**src/rtl/lsu_mem_master_pkg.sv**
```systemverilog
// Shared constants and helpers for the load/store memory master.
package lsu_pkg;

  // FSM state encoding
  localparam logic [1:0] ST_IDLE = 2'd0;
  localparam logic [1:0] ST_REQ  = 2'd1;
  localparam logic [1:0] ST_RESP = 2'd2;

  // RV32I load funct3 codes; stores reuse 0/1/2 for SB/SH/SW
  localparam logic [2:0] F3_LB  = 3'd0;
  localparam logic [2:0] F3_LH  = 3'd1;
  localparam logic [2:0] F3_LW  = 3'd2;
  localparam logic [2:0] F3_LBU = 3'd4;
  localparam logic [2:0] F3_LHU = 3'd5;

  // Halfwords need an even address, words a 4-byte aligned one.
  function automatic logic is_misaligned(input logic [2:0] funct3, input logic [1:0] lane);
    logic r;
    r = 1'b0;
    if (funct3[1:0] == 2'd1 && lane[0]) r = 1'b1;
    if (funct3[1:0] == 2'd2 && lane != 2'd0) r = 1'b1;
    return r;
  endfunction

  // Loads accept 0,1,2,4,5; stores only 0,1,2 (there is no unsigned store).
  function automatic logic is_bad_funct3(input logic we, input logic [2:0] funct3);
    logic r;
    r = 1'b0;
    if (funct3 == 3'd3 || funct3 == 3'd6 || funct3 == 3'd7) r = 1'b1;
    if (we && funct3[2]) r = 1'b1;
    return r;
  endfunction

endpackage

```
**src/rtl/lsu_mem_master_if.sv**
```systemverilog
// Core request/response and data-memory port signals of the load/store master.
interface lsu_mem_master_if #(
  parameter int ADDR_WIDTH = 32
);
  logic                  i_req_valid;
  logic                  o_req_ready;
  logic                  i_req_we;
  logic [2:0]            i_req_funct3;
  logic [ADDR_WIDTH-1:0] i_req_addr;
  logic [31:0]           i_req_wdata;
  logic                  o_rsp_valid;
  logic [31:0]           o_rsp_rdata;
  logic                  o_rsp_err;
  logic [ADDR_WIDTH-1:0] o_mem_addr;
  logic                  o_mem_ren;
  logic                  o_mem_wen;
  logic [3:0]            o_mem_be;
  logic [31:0]           o_mem_wdata;
  logic                  i_mem_ack;
  logic [31:0]           i_mem_rdata;

  // View from the load/store master
  modport master (
    input  i_req_valid, i_req_we, i_req_funct3, i_req_addr, i_req_wdata,
    input  i_mem_ack, i_mem_rdata,
    output o_req_ready, o_rsp_valid, o_rsp_rdata, o_rsp_err,
    output o_mem_addr, o_mem_ren, o_mem_wen, o_mem_be, o_mem_wdata
  );

  // View from the core/memory environment
  modport slave (
    output i_req_valid, i_req_we, i_req_funct3, i_req_addr, i_req_wdata,
    output i_mem_ack, i_mem_rdata,
    input  o_req_ready, o_rsp_valid, o_rsp_rdata, o_rsp_err,
    input  o_mem_addr, o_mem_ren, o_mem_wen, o_mem_be, o_mem_wdata
  );
endinterface

```
**src/rtl/lsu_mem_master_lane_align.sv**
```systemverilog
// Byte-lane steering: store replication/byte enables and load extraction/extension.
module lsu_lane_align
  import lsu_pkg::*;
(
  input  logic        st_we,
  input  logic [2:0]  st_funct3,
  input  logic [1:0]  st_lane,
  input  logic [31:0] st_wdata,
  output logic [3:0]  st_be,
  output logic [31:0] st_wdata_rep,
  input  logic [2:0]  ld_funct3,
  input  logic [1:0]  ld_lane,
  input  logic [31:0] ld_word,
  output logic [31:0] ld_data
);

  function automatic logic [31:0] ext8(input logic [7:0] b, input logic is_unsigned);
    logic signed [7:0] s;
    s = b;
    return is_unsigned ? {24'd0, b} : 32'(s);
  endfunction

  function automatic logic [31:0] ext16(input logic [15:0] h, input logic is_unsigned);
    logic signed [15:0] s;
    s = h;
    return is_unsigned ? {16'd0, h} : 32'(s);
  endfunction

  logic [31:0] shifted;

  // Stores: replicate the datum across all lanes and enable only the target bytes
  always_comb begin
    st_be        = 4'b1111;
    st_wdata_rep = st_wdata;
    if (st_we) begin
      case (st_funct3[1:0])
        2'd0: begin
          st_be        = 4'b0001 << st_lane;
          st_wdata_rep = {4{st_wdata[7:0]}};
        end
        2'd1: begin
          st_be        = st_lane[1] ? 4'b1100 : 4'b0011;
          st_wdata_rep = {2{st_wdata[15:0]}};
        end
        default: begin
          st_be        = 4'b1111;
          st_wdata_rep = st_wdata;
        end
      endcase
    end
  end

  // Loads: move the addressed lane to bit 0, then extend per funct3[2]
  always_comb begin
    shifted = ld_word >> {ld_lane, 3'b000};
    case (ld_funct3[1:0])
      2'd0:    ld_data = ext8(shifted[7:0], ld_funct3[2]);
      2'd1:    ld_data = ext16(shifted[15:0], ld_funct3[2]);
      default: ld_data = ld_word;
    endcase
  end

endmodule

```
**src/rtl/lsu_mem_master.sv**
```systemverilog
// Load/store initiator: accepts one core request, runs one memory transaction, returns a response.
module lsu_mem_master
  import lsu_pkg::*;
#(
  parameter int ADDR_WIDTH     = 32,
  parameter int TIMEOUT_CYCLES = 15
) (
  input logic              i_clk,
  input logic              i_rst,
  lsu_mem_master_if.master bus
);

  logic [1:0]            state;
  logic [7:0]            wait_cnt;
  logic                  we_q;
  logic [2:0]            funct3_q;
  logic [1:0]            lane_q;
  logic [ADDR_WIDTH-1:0] mem_addr;
  logic                  mem_ren;
  logic                  mem_wen;
  logic [3:0]            mem_be;
  logic [31:0]           mem_wdata;
  logic                  rsp_valid;
  logic [31:0]           rsp_rdata;
  logic                  rsp_err;

  logic                  accept;
  logic                  illegal;
  logic [3:0]            be_next;
  logic [31:0]           wdata_next;
  logic [31:0]           load_fmt;

  lsu_lane_align u_align (
    .st_we        (bus.i_req_we),
    .st_funct3    (bus.i_req_funct3),
    .st_lane      (bus.i_req_addr[1:0]),
    .st_wdata     (bus.i_req_wdata),
    .st_be        (be_next),
    .st_wdata_rep (wdata_next),
    .ld_funct3    (funct3_q),
    .ld_lane      (lane_q),
    .ld_word      (bus.i_mem_rdata),
    .ld_data      (load_fmt)
  );

  assign bus.o_req_ready = (state == ST_IDLE) & ~i_rst;
  assign accept          = bus.i_req_valid & bus.o_req_ready;
  assign illegal         = is_bad_funct3(bus.i_req_we, bus.i_req_funct3) |
                           is_misaligned(bus.i_req_funct3, bus.i_req_addr[1:0]);

  assign bus.o_mem_addr  = mem_addr;
  assign bus.o_mem_ren   = mem_ren;
  assign bus.o_mem_wen   = mem_wen;
  assign bus.o_mem_be    = mem_be;
  assign bus.o_mem_wdata = mem_wdata;
  assign bus.o_rsp_valid = rsp_valid;
  assign bus.o_rsp_rdata = rsp_rdata;
  assign bus.o_rsp_err   = rsp_err;

  // FSM: accept/check in IDLE, hold the memory strobe in REQ, pulse the response in RESP
  always_ff @(posedge i_clk) begin
    if (i_rst) begin
      state     <= ST_IDLE;
      wait_cnt  <= '0;
      we_q      <= 1'b0;
      funct3_q  <= '0;
      lane_q    <= '0;
      mem_addr  <= '0;
      mem_ren   <= 1'b0;
      mem_wen   <= 1'b0;
      mem_be    <= '0;
      mem_wdata <= '0;
      rsp_valid <= 1'b0;
      rsp_rdata <= '0;
      rsp_err   <= 1'b0;
    end else begin
      case (state)
        ST_IDLE: begin
          if (accept) begin
            if (illegal) begin
              state     <= ST_RESP;
              rsp_valid <= 1'b1;
              rsp_err   <= 1'b1;
              rsp_rdata <= '0;
            end else begin
              state     <= ST_REQ;
              wait_cnt  <= '0;
              we_q      <= bus.i_req_we;
              funct3_q  <= bus.i_req_funct3;
              lane_q    <= bus.i_req_addr[1:0];
              mem_addr  <= {bus.i_req_addr[ADDR_WIDTH-1:2], 2'b00};
              mem_ren   <= ~bus.i_req_we;
              mem_wen   <= bus.i_req_we;
              mem_be    <= be_next;
              mem_wdata <= wdata_next;
            end
          end
        end
        ST_REQ: begin
          // An ack on the last allowed cycle still completes normally
          if (bus.i_mem_ack) begin
            state     <= ST_RESP;
            mem_ren   <= 1'b0;
            mem_wen   <= 1'b0;
            rsp_valid <= 1'b1;
            rsp_err   <= 1'b0;
            rsp_rdata <= we_q ? 32'd0 : load_fmt;
          end else if (wait_cnt == 8'(TIMEOUT_CYCLES - 1)) begin
            state     <= ST_RESP;
            mem_ren   <= 1'b0;
            mem_wen   <= 1'b0;
            rsp_valid <= 1'b1;
            rsp_err   <= 1'b1;
            rsp_rdata <= '0;
          end else begin
            wait_cnt <= wait_cnt + 8'd1;
          end
        end
        ST_RESP: begin
          state     <= ST_IDLE;
          rsp_valid <= 1'b0;
          rsp_err   <= 1'b0;
          rsp_rdata <= '0;
        end
        default: begin
          state <= ST_IDLE;
        end
      endcase
    end
  end

endmodule

```
**src/flat_wrapper.sv**
```systemverilog
// flat-port wrapper written by rule: the top's interface ports become plain ports
module lsu_mem_master_flat import lsu_pkg::*;
#(
  parameter int ADDR_WIDTH     = 32,
  parameter int TIMEOUT_CYCLES = 15
)
  (i_clk, i_rst, bus_i_req_valid, bus_i_req_we, bus_i_req_funct3, bus_i_req_addr, bus_i_req_wdata, bus_i_mem_ack, bus_i_mem_rdata, bus_o_req_ready, bus_o_rsp_valid, bus_o_rsp_rdata, bus_o_rsp_err, bus_o_mem_addr, bus_o_mem_ren, bus_o_mem_wen, bus_o_mem_be, bus_o_mem_wdata);
  lsu_mem_master_if #(.ADDR_WIDTH(ADDR_WIDTH)) bus_i ();
  input logic i_clk;
  input logic i_rst;
  input wire logic [$bits(bus_i.i_req_valid)-1:0] bus_i_req_valid;
  input wire logic [$bits(bus_i.i_req_we)-1:0] bus_i_req_we;
  input wire logic [$bits(bus_i.i_req_funct3)-1:0] bus_i_req_funct3;
  input wire logic [$bits(bus_i.i_req_addr)-1:0] bus_i_req_addr;
  input wire logic [$bits(bus_i.i_req_wdata)-1:0] bus_i_req_wdata;
  input wire logic [$bits(bus_i.i_mem_ack)-1:0] bus_i_mem_ack;
  input wire logic [$bits(bus_i.i_mem_rdata)-1:0] bus_i_mem_rdata;
  output wire logic [$bits(bus_i.o_req_ready)-1:0] bus_o_req_ready;
  output wire logic [$bits(bus_i.o_rsp_valid)-1:0] bus_o_rsp_valid;
  output wire logic [$bits(bus_i.o_rsp_rdata)-1:0] bus_o_rsp_rdata;
  output wire logic [$bits(bus_i.o_rsp_err)-1:0] bus_o_rsp_err;
  output wire logic [$bits(bus_i.o_mem_addr)-1:0] bus_o_mem_addr;
  output wire logic [$bits(bus_i.o_mem_ren)-1:0] bus_o_mem_ren;
  output wire logic [$bits(bus_i.o_mem_wen)-1:0] bus_o_mem_wen;
  output wire logic [$bits(bus_i.o_mem_be)-1:0] bus_o_mem_be;
  output wire logic [$bits(bus_i.o_mem_wdata)-1:0] bus_o_mem_wdata;
  assign bus_i.i_req_valid = bus_i_req_valid;
  assign bus_i.i_req_we = bus_i_req_we;
  assign bus_i.i_req_funct3 = bus_i_req_funct3;
  assign bus_i.i_req_addr = bus_i_req_addr;
  assign bus_i.i_req_wdata = bus_i_req_wdata;
  assign bus_i.i_mem_ack = bus_i_mem_ack;
  assign bus_i.i_mem_rdata = bus_i_mem_rdata;
  assign bus_o_req_ready = bus_i.o_req_ready;
  assign bus_o_rsp_valid = bus_i.o_rsp_valid;
  assign bus_o_rsp_rdata = bus_i.o_rsp_rdata;
  assign bus_o_rsp_err = bus_i.o_rsp_err;
  assign bus_o_mem_addr = bus_i.o_mem_addr;
  assign bus_o_mem_ren = bus_i.o_mem_ren;
  assign bus_o_mem_wen = bus_i.o_mem_wen;
  assign bus_o_mem_be = bus_i.o_mem_be;
  assign bus_o_mem_wdata = bus_i.o_mem_wdata;
  lsu_mem_master #(.ADDR_WIDTH(ADDR_WIDTH), .TIMEOUT_CYCLES(TIMEOUT_CYCLES)) u_core (.i_clk(i_clk), .i_rst(i_rst), .bus(bus_i));
endmodule
```
**config.mk**
```make
export PLATFORM = sky130hd
export DESIGN_NAME = lsu_mem_master_flat
export DESIGN_NICKNAME = d
export VERILOG_FILES = /design/src/rtl/lsu_mem_master_pkg.sv /design/src/rtl/lsu_mem_master_if.sv /design/src/rtl/lsu_mem_master_lane_align.sv /design/src/rtl/lsu_mem_master.sv /design/src/flat_wrapper.sv
export SDC_FILE = /design/constraint.sdc
export NUM_CORES = 1
export LEC_CHECK = 0
export CAP_MARGIN = 0
export CORE_ASPECT_RATIO = 0.6
export CORE_MARGIN = 1
export CORE_UTILIZATION = 65
export CTS_CLUSTER_SIZE = 8
export DETAILED_ROUTE_END_ITERATION = 8
export DONT_BUFFER_PORTS = 1
export GPL_ROUTABILITY_DRIVEN = 0
export PLACE_DENSITY = 0.81
export SETUP_SLACK_MARGIN = 0.15
export SLEW_MARGIN = 20
export SYNTH_ARGS = -nofsm -noshare
export SYNTH_HDL_FRONTEND = slang
export SYNTH_SLANG_ARGS = --single-unit
```
**constraint.sdc**
```tcl
create_clock -name i_clk -period 5.7 [get_ports i_clk]
set_input_delay 1.14 -clock i_clk [delete_from_list [all_inputs] [get_ports i_clk]]
set_output_delay 1.14 -clock i_clk [all_outputs]
set_load 0.02 [all_outputs]
```
==> results.yml, run 1 <==
worst_setup_path:
  cpPeakStageDelay_ps: 860
  crit_fanout: 45
  endpoint: "u_core.bus.o_mem_wdata[14]"
  crit_cells: 5
  reg2reg_to: "u_core.bus.o_mem_wdata[14]"
  cpMaxStageDelayCell: "a21oi_4"
  path_buf_inv: 1
  crit_type: "primary input to register"
  arrival_ps: 3480
  rr_startpoint: "u_core.state[0]"
  startpoint_type: "primary input"
  crit_required_ps: 6060
  cp-end-kind: "register"
  cp_top_family: "compound AO/OA/AOI/OAI gates"
  cp_cell_sequence: "or4_1 > a21oi_4 > buf_4 > o211ai_1 > a21oi_1"
  crit_start: "bus_i_req_funct3[2]"
  rrSetupSlack_ps: 2720
  ff2ff_path_depth: 7
die:
  core_mm2: 0.00795
  num_rows: 25
  dieWidth_um: 120
  initial_core_util_pct: 68.0
  io_pins: 209
  die_y_um: 72.6
  die-area_mm2: 0.00869
power_and_ir_drop:
  leakage_nw: 2.01
  irDropWorstVdd_v: 0.000258
  power_density_mw_per_mm2: 364
logic_synthesis:
  synth_area_mm2: 0.00540
  synth.avg_cell_area_um2: 8.33
  ys.flop_type: "dfxtp_1"
  ys_seq_area_share_pct: 43.7
  netlist_instances: 648
  synth_top_area_share_pct: 43.7
  synth_cell_types: 51
  synth_seq_cells: 118
  async_reset_ff_share_pct: 0
  synth_top_cell_by_area: "dfxtp_1"
  synth_edf_count: 0
  synth.area.top_cells: "dfxtp_1, nand2_1, a21oi_1"
  ys_warn_count: 0
timing:
  skew_ps: 13.9
  fin_crit_ps: 3120
  max_freq_mhz: 320
  layout_setup_ws_ps: 2580
  finalCritPeriodShare_pct: 54.8
  worst_pin_slew_ps: 1040
  drv_slew: 0
  setup_viol: 0
  whs_ps: 454
  setup_tns_ps: 0
  slew_headroom_pct: 30.4
  rsz0062_at_grt: "no"
  hold_viol: 0
finish:
  drive_gt1_share_pct: 8.27
  antenna_cells: 0
  final_cell_mix: "nand2_1, dfxtp_1, a21oi_1"
  final_common_cell: "nand2_1"
  fin_cells: 737
  final_cell_area_mm2: 0.00598
  syn_to_final_growth_pct: 10.7
  fin_nets: 726
routing:
  routedWlPerCell_um: 20.5
  ant_nets: 0
  drt_first_pass_iters: 5
  via_per_inst: 6.47
  num_vias: 4771
  drt_iter0_markers: 502
  drc: 0
  wl_um: 15100
global_routing:
  grt_max_degree: 95
  track_usage_pct: 35.1
  grt_pass1_wl_um: 23300
  grt_pass1_vias: 4367
  antenna_found_initial: 0
  grt_remaining_overflow: 0
clock_network:
  insertion_delay_ps: 430
  cts_setup_buffers: 0
  cts_root_buffer: "clkbuf_16"
  cts_tree: "built"
  cts_sinks: 118
  ctsHoldBuffers: 0
  cts_buffer_depth: 2
  cts_buffers: 17
  htree_num_levels: 4
  ctsResizeCount: 0
  clk_pin_slew_worst_paths_ps: 60
placement:
  hpwl_um: 10100
  place_inst: 706
  pre_cts_ws_ps: 2230
  port_buffers: 0
  placed_area_mm2: 0.00536
run:
  cap_violations: 0
worst_hold_path:
  hp-class: "register to register"
run_status:
  outcome: "complete, no violations"
worst min-delay path: stages, from the launching register on:
cell     delay, ps
dfxtp_1        310
nand2_1         50
a21oi_1         50
report_power, final:
part / internal (mW) / switching [mW] / total, mW
Sequential: 0.850 / 0.0494 / 0.900
Combinational: 0.0618 / 0.105 / 0.167
Clock: 0.702 / 0.406 / 1.11
Total: 1.61 / 0.560 / 2.17
per-layer routing:
| metal | up-vias | track usage, % | routed length [um] |
|---|---|---|---|
| met2 | 257 | 53.9 | 7000 |
| li1 | 2247 | - | - |
| met5 | - | 0 | 0 |
| met4 | 0 | 14.0 | 263 |
| met1 | 2236 | 46.3 | 6340 |
| met3 | 31 | 10.9 | 1530 |
through the flow:
step	power (mW)	util, %
2_1_floorplan	1.05	-
3_3_place_gp	1.07	67.4
3_5_place_dp	1.08	67.4
4_1_cts	2.17	75.1
5_1_grt	2.24	75.3
6_report	2.17	75.3
cell type report:
type | count | area, um^2
Fill cell | 557 | 1970
Timing Repair Buffer | 5 | 37.5
Clock buffer | 18 | 439
Multi-Input combinational cell | 459 | 2770
Sequential cell | 118 | 2360
Clock inverter | 13 | 173
Inverter | 16 | 60.1
Tap cell | 108 | 135
worst min path at each step:
stage | startpoint | endpoint | slack, ps | depth (start not counted)
2_1_floorplan | u_core.we_q | u_core.we_q | 430 | 2
3_3_place_gp | u_core.we_q | u_core.we_q | 440 | 2
3_5_place_dp | u_core.we_q | u_core.we_q | 450 | 2
4_1_cts | u_core.we_q | u_core.we_q | 450 | 2
5_1_grt | u_core.we_q | u_core.we_q | 480 | 2
6_report | u_core.we_q | u_core.we_q | 450 | 2
flip-flops by register name, summed over array words and instances (netlist names):
| signal | count |
|---|---|
| u_core.wait_cnt | 8 |
| u_core.funct3_q | 3 |
| u_core.bus.o_mem_wdata | 32 |
| u_core.we_q | 1 |
| u_core.bus.o_rsp_valid | 1 |
| u_core.bus.o_mem_ren | 1 |
| u_core.bus.o_rsp_rdata | 32 |
| u_core.state | 2 |
| u_core.bus.o_mem_wen | 1 |
| u_core.bus.o_mem_be | 4 |
| u_core.bus.o_rsp_err | 1 |
| u_core.bus.o_mem_addr | 30 |
| u_core.lane_q | 2 |
kinds of logic (layout without fill, tap and decap cells):
group / after synthesis / after routing / share of synthesized area (%)
AO/OA/AOI/OAI: 190 / 190 / 24.4
XOR/XNOR: 4 / 4 / 0.649
adder cells (fa/ha/maj): 5 / 5 / 1.16
buffers and inverters: 72 / 52 / 5.56
flip-flops: 118 / 118 / 43.7
multiplexers: 34 / 34 / 6.30
other: 1 / 2 / 0.0694
AND/OR/NAND/NOR: 224 / 224 / 18.1
cell usage after synthesis, drive strengths merged, types with 9 or more instances:
master	instances
nand2	140
dfxtp	118
a21oi	77
clkbuf	38
mux2i	34
nor2	33
o211ai	24
buf	18
nand2b	18
a32o	16
inv	16
a211oi	11
a221oi	9
Note: power is estimated with default switching activity, not from simulation.
==> inputs of run 2 (changes only) <==
--- a/config.mk
+++ b/config.mk
@@ -8,12 +8,12 @@
 export CAP_MARGIN = 0
 export CORE_ASPECT_RATIO = 0.6
 export CORE_MARGIN = 1
-export CORE_UTILIZATION = 65
+export CORE_UTILIZATION = 57
 export CTS_CLUSTER_SIZE = 8
 export DETAILED_ROUTE_END_ITERATION = 8
 export DONT_BUFFER_PORTS = 1
 export GPL_ROUTABILITY_DRIVEN = 0
-export PLACE_DENSITY = 0.81
+export PLACE_DENSITY = 0.75
 export SETUP_SLACK_MARGIN = 0.15
 export SLEW_MARGIN = 20
 export SYNTH_ARGS = -nofsm -noshare
==> constraint.sdc (replaced) <==
create_clock -name i_clk -period 2.6 [get_ports i_clk]
set_input_delay 0.52 -clock i_clk [delete_from_list [all_inputs] [get_ports i_clk]]
set_output_delay 0.52 -clock i_clk [all_outputs]
set_load 0.02 [all_outputs]
==> run 2 against run 1 <==
Non-clock buffer count is 5 higher; worst setup slack worse by 2200 ps; sequential share of layout area is 0.35 points lower; total power is 110% higher; hold slack worse by 280 ps; critical path depth is 2 higher; largest power group unchanged.
==> results.yml, run 2 (synthesis gave the netlist of run 1 again) <==
timing:
  drv_slew: 0
  hold_viol: 0
  max_freq_mhz: 446
  slew_headroom_pct: 52.3
  worst_pin_slew_ps: 714
  skew_ps: 9.08
  rsz0062_at_grt: "no"
  finalCritPeriodShare_pct: 86.2
  fin_crit_ps: 2240
  setup_viol: 0
  setup_tns_ps: 0
clock_network:
  cts_sinks: 118
  cts_setup_buffers: 0
  cts_tree: "built"
  htree_num_levels: 4
  ctsHoldBuffers: 0
  clk_pin_slew_worst_paths_ps: 60
  insertion_delay_ps: 420
  cts_root_buffer: "clkbuf_16"
  cts_buffer_depth: 2
  cts_buffers: 17
  ctsResizeCount: 0
power_and_ir_drop:
  leakage_nw: 2.02
  comb_power_share_pct: 8.1
  switching_share_pct: 26.2
  clockPowerShare_pct: 49.8
  power_density_mw_per_mm2: 774
  switchingPower_mw: 1.23
  power_frac_seq_pct: 42.1
  irDropWorstVdd_v: 0.000530
  internal_power_mw: 3.44
die:
  core_mm2: 0.00919
  die_y_um: 77.4
  io_pins: 209
  dieWidth_um: 128
  initial_core_util_pct: 58.8
  die-area_mm2: 0.00988
  num_rows: 27
routing:
  drc: 0
  routedWlPerCell_um: 19.9
  num_vias: 4864
  drt_iter0_markers: 410
  via_per_inst: 6.36
  wl_um: 15200
  drt_first_pass_iters: 6
  ant_nets: 0
global_routing:
  grt_pass1_wl_um: 23500
  grt_pass1_vias: 4626
  antenna_found_initial: 0
  track_usage_pct: 30.8
  grt_remaining_overflow: 0
  grt_max_degree: 95
finish:
  drive_gt1_share_pct: 8.98
  syn_to_final_growth_pct: 11.7
  fill_cells: 748
  fin_nets: 731
  final_common_cell: "nand2_1"
  antenna_cells: 0
  final_cell_area_mm2: 0.00603
  final_cell_mix: "nand2_1, dfxtp_1, a21oi_1"
worst_setup_path:
  cp-end-kind: "register"
  crit_fanout: 12
  rrSetupSlack_ps: 360
  cpMaxStageDelayCell: "or4_1"
  arrival_ps: 2600
  crit_type: "register to register"
  startpoint_type: "register"
  crit_required_ps: 2960
  cp_cell_sequence: "inv_1 > ha_1 > nand3b_1 > o32a_1 > or2_4 > or4_1 > a21oi_1"
  cpPeakStageDelay_ps: 520
placement:
  hpwl_um: 10500
  port_buffers: 0
  placed_area_mm2: 0.00543
run:
  cap_violations: 0
worst_hold_path:
  hp-class: "primary input to register"
run_status:
  outcome: "complete, no violations"
## run 2: through the flow
stage | cells | util, % | setup WS, ps | total power, mW | hold WS, ps
4_1_cts | 765 | 65.6 | 285 | 4.68 | 161
2_1_floorplan | 649 | - | 458 | 2.31 | 431
6_report | 765 | 65.6 | 359 | 4.67 | 171
3_5_place_dp | 733 | 59.1 | 316 | 2.37 | 455
3_3_place_gp | 733 | 59.1 | 407 | 2.35 | 448
5_1_grt | 765 | 65.6 | 229 | 4.81 | 158
## run 2: path summary, 6_finish.rpt
kind | from | endpoint | cells past startpoint
setup reg to reg | u_core.state[0] | u_core.bus.o_rsp_rdata[3] | 7
setup / recovery | u_core.state[0] | u_core.bus.o_rsp_rdata[3] | 7
hold reg to reg | u_core.we_q | u_core.we_q | 2
hold / removal | i_rst | u_core.bus.o_mem_ren | 1
## run 2: layout make-up
class                           count  area [um^2]  area share [%]
Inverter                           16         60.1           0.996
Sequential cell                   118         2360            39.2
Tap cell                          130          163            2.70
Timing Repair Buffer               10         87.6            1.45
Clock inverter                     14          153            2.53
Multi-Input combinational cell    459         2770            45.9
Clock buffer                       18          439            7.28
## run 2: metal layers
| layer | GRT usage (%) | wire length [um] | part of all wire (%) | vias up |
|---|---|---|---|---|
| met3 | 10.3 | 1620 | 11 | 43 |
| met2 | 46.3 | 6700 | 44 | 280 |
| met5 | 0 | 0 | 0 | - |
| met4 | 13.9 | 374 | 2.5 | 0 |
| met1 | 40.2 | 6520 | 43 | 2293 |
| li1 | - | - | - | 2248 |
## run 2: power groups by stage
stage                     Clock (mW)  Combinational [mW]  Sequential (mW)
final                           2.33               0.376             1.97
after detailed placement           0               0.366             2.00
after global placement             0               0.347             2.00
after global routing            2.42               0.416             1.97
after CTS                       2.34               0.368             1.96
after floorplan                    0               0.327             1.98
## run 2: critical path, delay by kind of cell, from the launching register on
family          cells  cell delay, ps
simple gates        3            1010
flops               1             330
fa+ha+maj           1             180
compound gates      2             590
buf+inv             1              80
==> inputs of run 3 (changes only) <==
--- a/config.mk
+++ b/config.mk
@@ -18,4 +18,5 @@
 export SLEW_MARGIN = 20
 export SYNTH_ARGS = -nofsm -noshare
 export SYNTH_HDL_FRONTEND = slang
+export SYNTH_HIERARCHICAL = 1
 export SYNTH_SLANG_ARGS = --single-unit
==> run 3 against run 2 <==
Non-clock buffer count up 4; first-iteration DRC count is 17% lower; critical path depth shrank 3; synthesized area grew 3.5%; hold slack better by 16 ps; global-route usage decreased by 2.1 points; largest cell class unchanged.
==> results.yml, run 3 <==
run_status:
  outcome: "complete, no violations"
timing:
  whs_ps: 187
  hold_viol: 0
  max_freq_mhz: 471
  rsz0062_at_grt: "no"
  setup_viol: 0
  worst_pin_slew_ps: 767
  finalCritPeriodShare_pct: 81.6
  fin_crit_ps: 2120
  drv_slew: 0
  slew_headroom_pct: 48.6
  skew_ps: 8.99
  setup_tns_ps: 0
logic_synthesis:
  synth_top_cell_by_area: "dfxtp_1"
  synth_compound_area_share_pct: 23.6
  synth_edf_count: 0
  yosys.area_share.simple_pct: 21.2
  netlist_instances: 686
  synthMuxAreaShare_pct: 5.26
  ys.flop_type: "dfxtp_1"
  synthAdderAreaFrac_pct: 0.448
  ys_seq_area_share_pct: 42.3
  synth_top_area_share_pct: 42.3
  synth_most_common_cell: "nand2_1"
  synth_area_mm2: 0.00559
  synth_seq_cells: 118
  synth_cell_types: 55
  synth_top_family_by_area: "compound AO/OA/AOI/OAI gates"
  ys_warn_count: 6
  synth_xor_xnor_area_share_pct: 0.157
  synth_common_cells: "nand2_1, dfxtp_1, a21oi_1"
  async_reset_ff_share_pct: 0
  synth.area.top_cells: "dfxtp_1, nand2_1, a21oi_1"
  synth.avg_cell_area_um2: 8.15
placement:
  port_buffers: 0
  hpwl_um: 10600
  place_inst: 770
  placed_area_mm2: 0.00552
finish:
  fill_cells: 783
  final_cell_mix: "nand2_1, dfxtp_1, a21oi_1"
  fin_cells: 802
  fin_nets: 765
  final_cell_area_mm2: 0.00609
  seq_area_mm2: 0.00236
  multi_input_area_mm2: 0.00285
  final_common_cell: "nand2_1"
  drive_gt1_share_pct: 10.1
  syn_to_final_growth_pct: 8.91
  antenna_cells: 0
run:
  cap_violations: 0
clock_network:
  cts_buffers: 17
  ctsHoldBuffers: 0
  htree_num_levels: 4
  cts_root_buffer: "clkbuf_16"
  cts_setup_buffers: 0
  insertion_delay_ps: 400
  ctsResizeCount: 0
  cts_buffer_depth: 2
  cts_tree: "built"
  clk_pin_slew_worst_paths_ps: 60
  cts_sinks: 118
die:
  die-area_mm2: 0.0102
  initial_core_util_pct: 59.7
  die_y_um: 78.7
  num_rows: 27
  core_mm2: 0.00936
  io_pins: 209
  dieWidth_um: 130
routing:
  drt_first_pass_iters: 5
  drt_iter0_markers: 341
  drc: 0
  num_vias: 4916
  wl_um: 15100
  via_per_inst: 6.13
  routedWlPerCell_um: 18.8
  ant_nets: 0
worst_setup_path:
  cpPeakStageDelay_ps: 610
  crit_fanout: 7
  ff2ff_path_depth: 4
  startpoint_type: "register"
  cp_cell_sequence: "mux4_2 > a21oi_1 > o31ai_1 > a22o_1"
  rr_startpoint: "u_core/lane_q[1]"
  crit_type: "register to register"
  crit_required_ps: 2890
  arrival_ps: 2410
  crit_start: "u_core/lane_q[1]"
  cpMaxStageDelayCell: "a21oi_1"
  cp-end-kind: "register"
worst_hold_path:
  whs_path_depth: 1
  min_from: "i_rst"
  hp-class: "primary input to register"
power_and_ir_drop:
  leakage_nw: 2.22
  p_total_mw: 4.54
  power_density_mw_per_mm2: 746
  irDropWorstVdd_v: 0.000621
global_routing:
  antenna_found_initial: 0
  grt_max_degree: 92
  track_usage_pct: 28.7
  grt_pass1_vias: 4454
  grt_pass1_wl_um: 22600
  grt_remaining_overflow: 0
[run 3: cell types whose count changed after synthesis, sizes merged, moves of 9 or more]
cell and delta:
a32o -16, nor2 -24, inv -9, mux2i -17, nand2b -12, o21ai +25, nand2 +72, a22o +30
o211ai -22, mux2 +9
[run 3: worst paths after layout]
check	endpoint	slack (ps)
setup / recovery	u_core/bus.o_rsp_rdata[10]	480
hold / removal	u_core/bus.o_mem_addr[13]	190
setup reg to reg	u_core/bus.o_rsp_rdata[10]	480
hold reg to reg	u_core/funct3_q[2]	490
[run 3: layout make-up]
type	count	share of cell area, %
Sequential cell	118	38.8
Clock buffer	19	7.11
Tap cell	130	2.67
Multi-Input combinational cell	500	46.8
Inverter	8	0.493
Clock inverter	13	2.18
Timing Repair Buffer	14	1.93
[run 3: metrics by stage]
| step | worst slack, ps | util (%) |
|---|---|---|
| floorplan | 640 | - |
| CTS | 511 | 65.0 |
| finish | 478 | 65.0 |
| global placement | 515 | 59.0 |
| global route | 362 | 65.0 |
| detailed placement | 467 | 59.0 |
[run 3: logic make-up (layout without fill, tap and decap cells)]
| logic type | Yosys count | in the layout |
|---|---|---|
| AO/OA/AOI/OAI | 194 | 194 |
| XOR/XNOR | 1 | 1 |
| adder cells (fa/ha/maj) | 2 | 2 |
| buffers and inverters | 69 | 54 |
| flip-flops | 118 | 118 |
| multiplexers | 27 | 27 |
| other | 1 | 2 |
| AND/OR/NAND/NOR | 274 | 274 |
[run 3: critical path: cells and delay by family (launching register included)]
family | cells | cell delay (ps)
compound gates | 3 | 1010
mux | 1 | 600
flops | 1 | 400
[run 3: report_power, final]
group	internal [mW]	switching, mW	total, mW
clock network	1.40	0.811	2.21
registers	1.86	0.105	1.97
logic	0.135	0.219	0.354
total	3.40	1.14	4.54
[run 3: metal layers]
metal,global-route usage [%],vias to the layer above,routed length [um]
met5,0,-,0
met4,9.77,0,251
met3,10.8,31,1730
li1,-,2322,-
met1,38.0,2300,6640
met2,42.7,263,6480
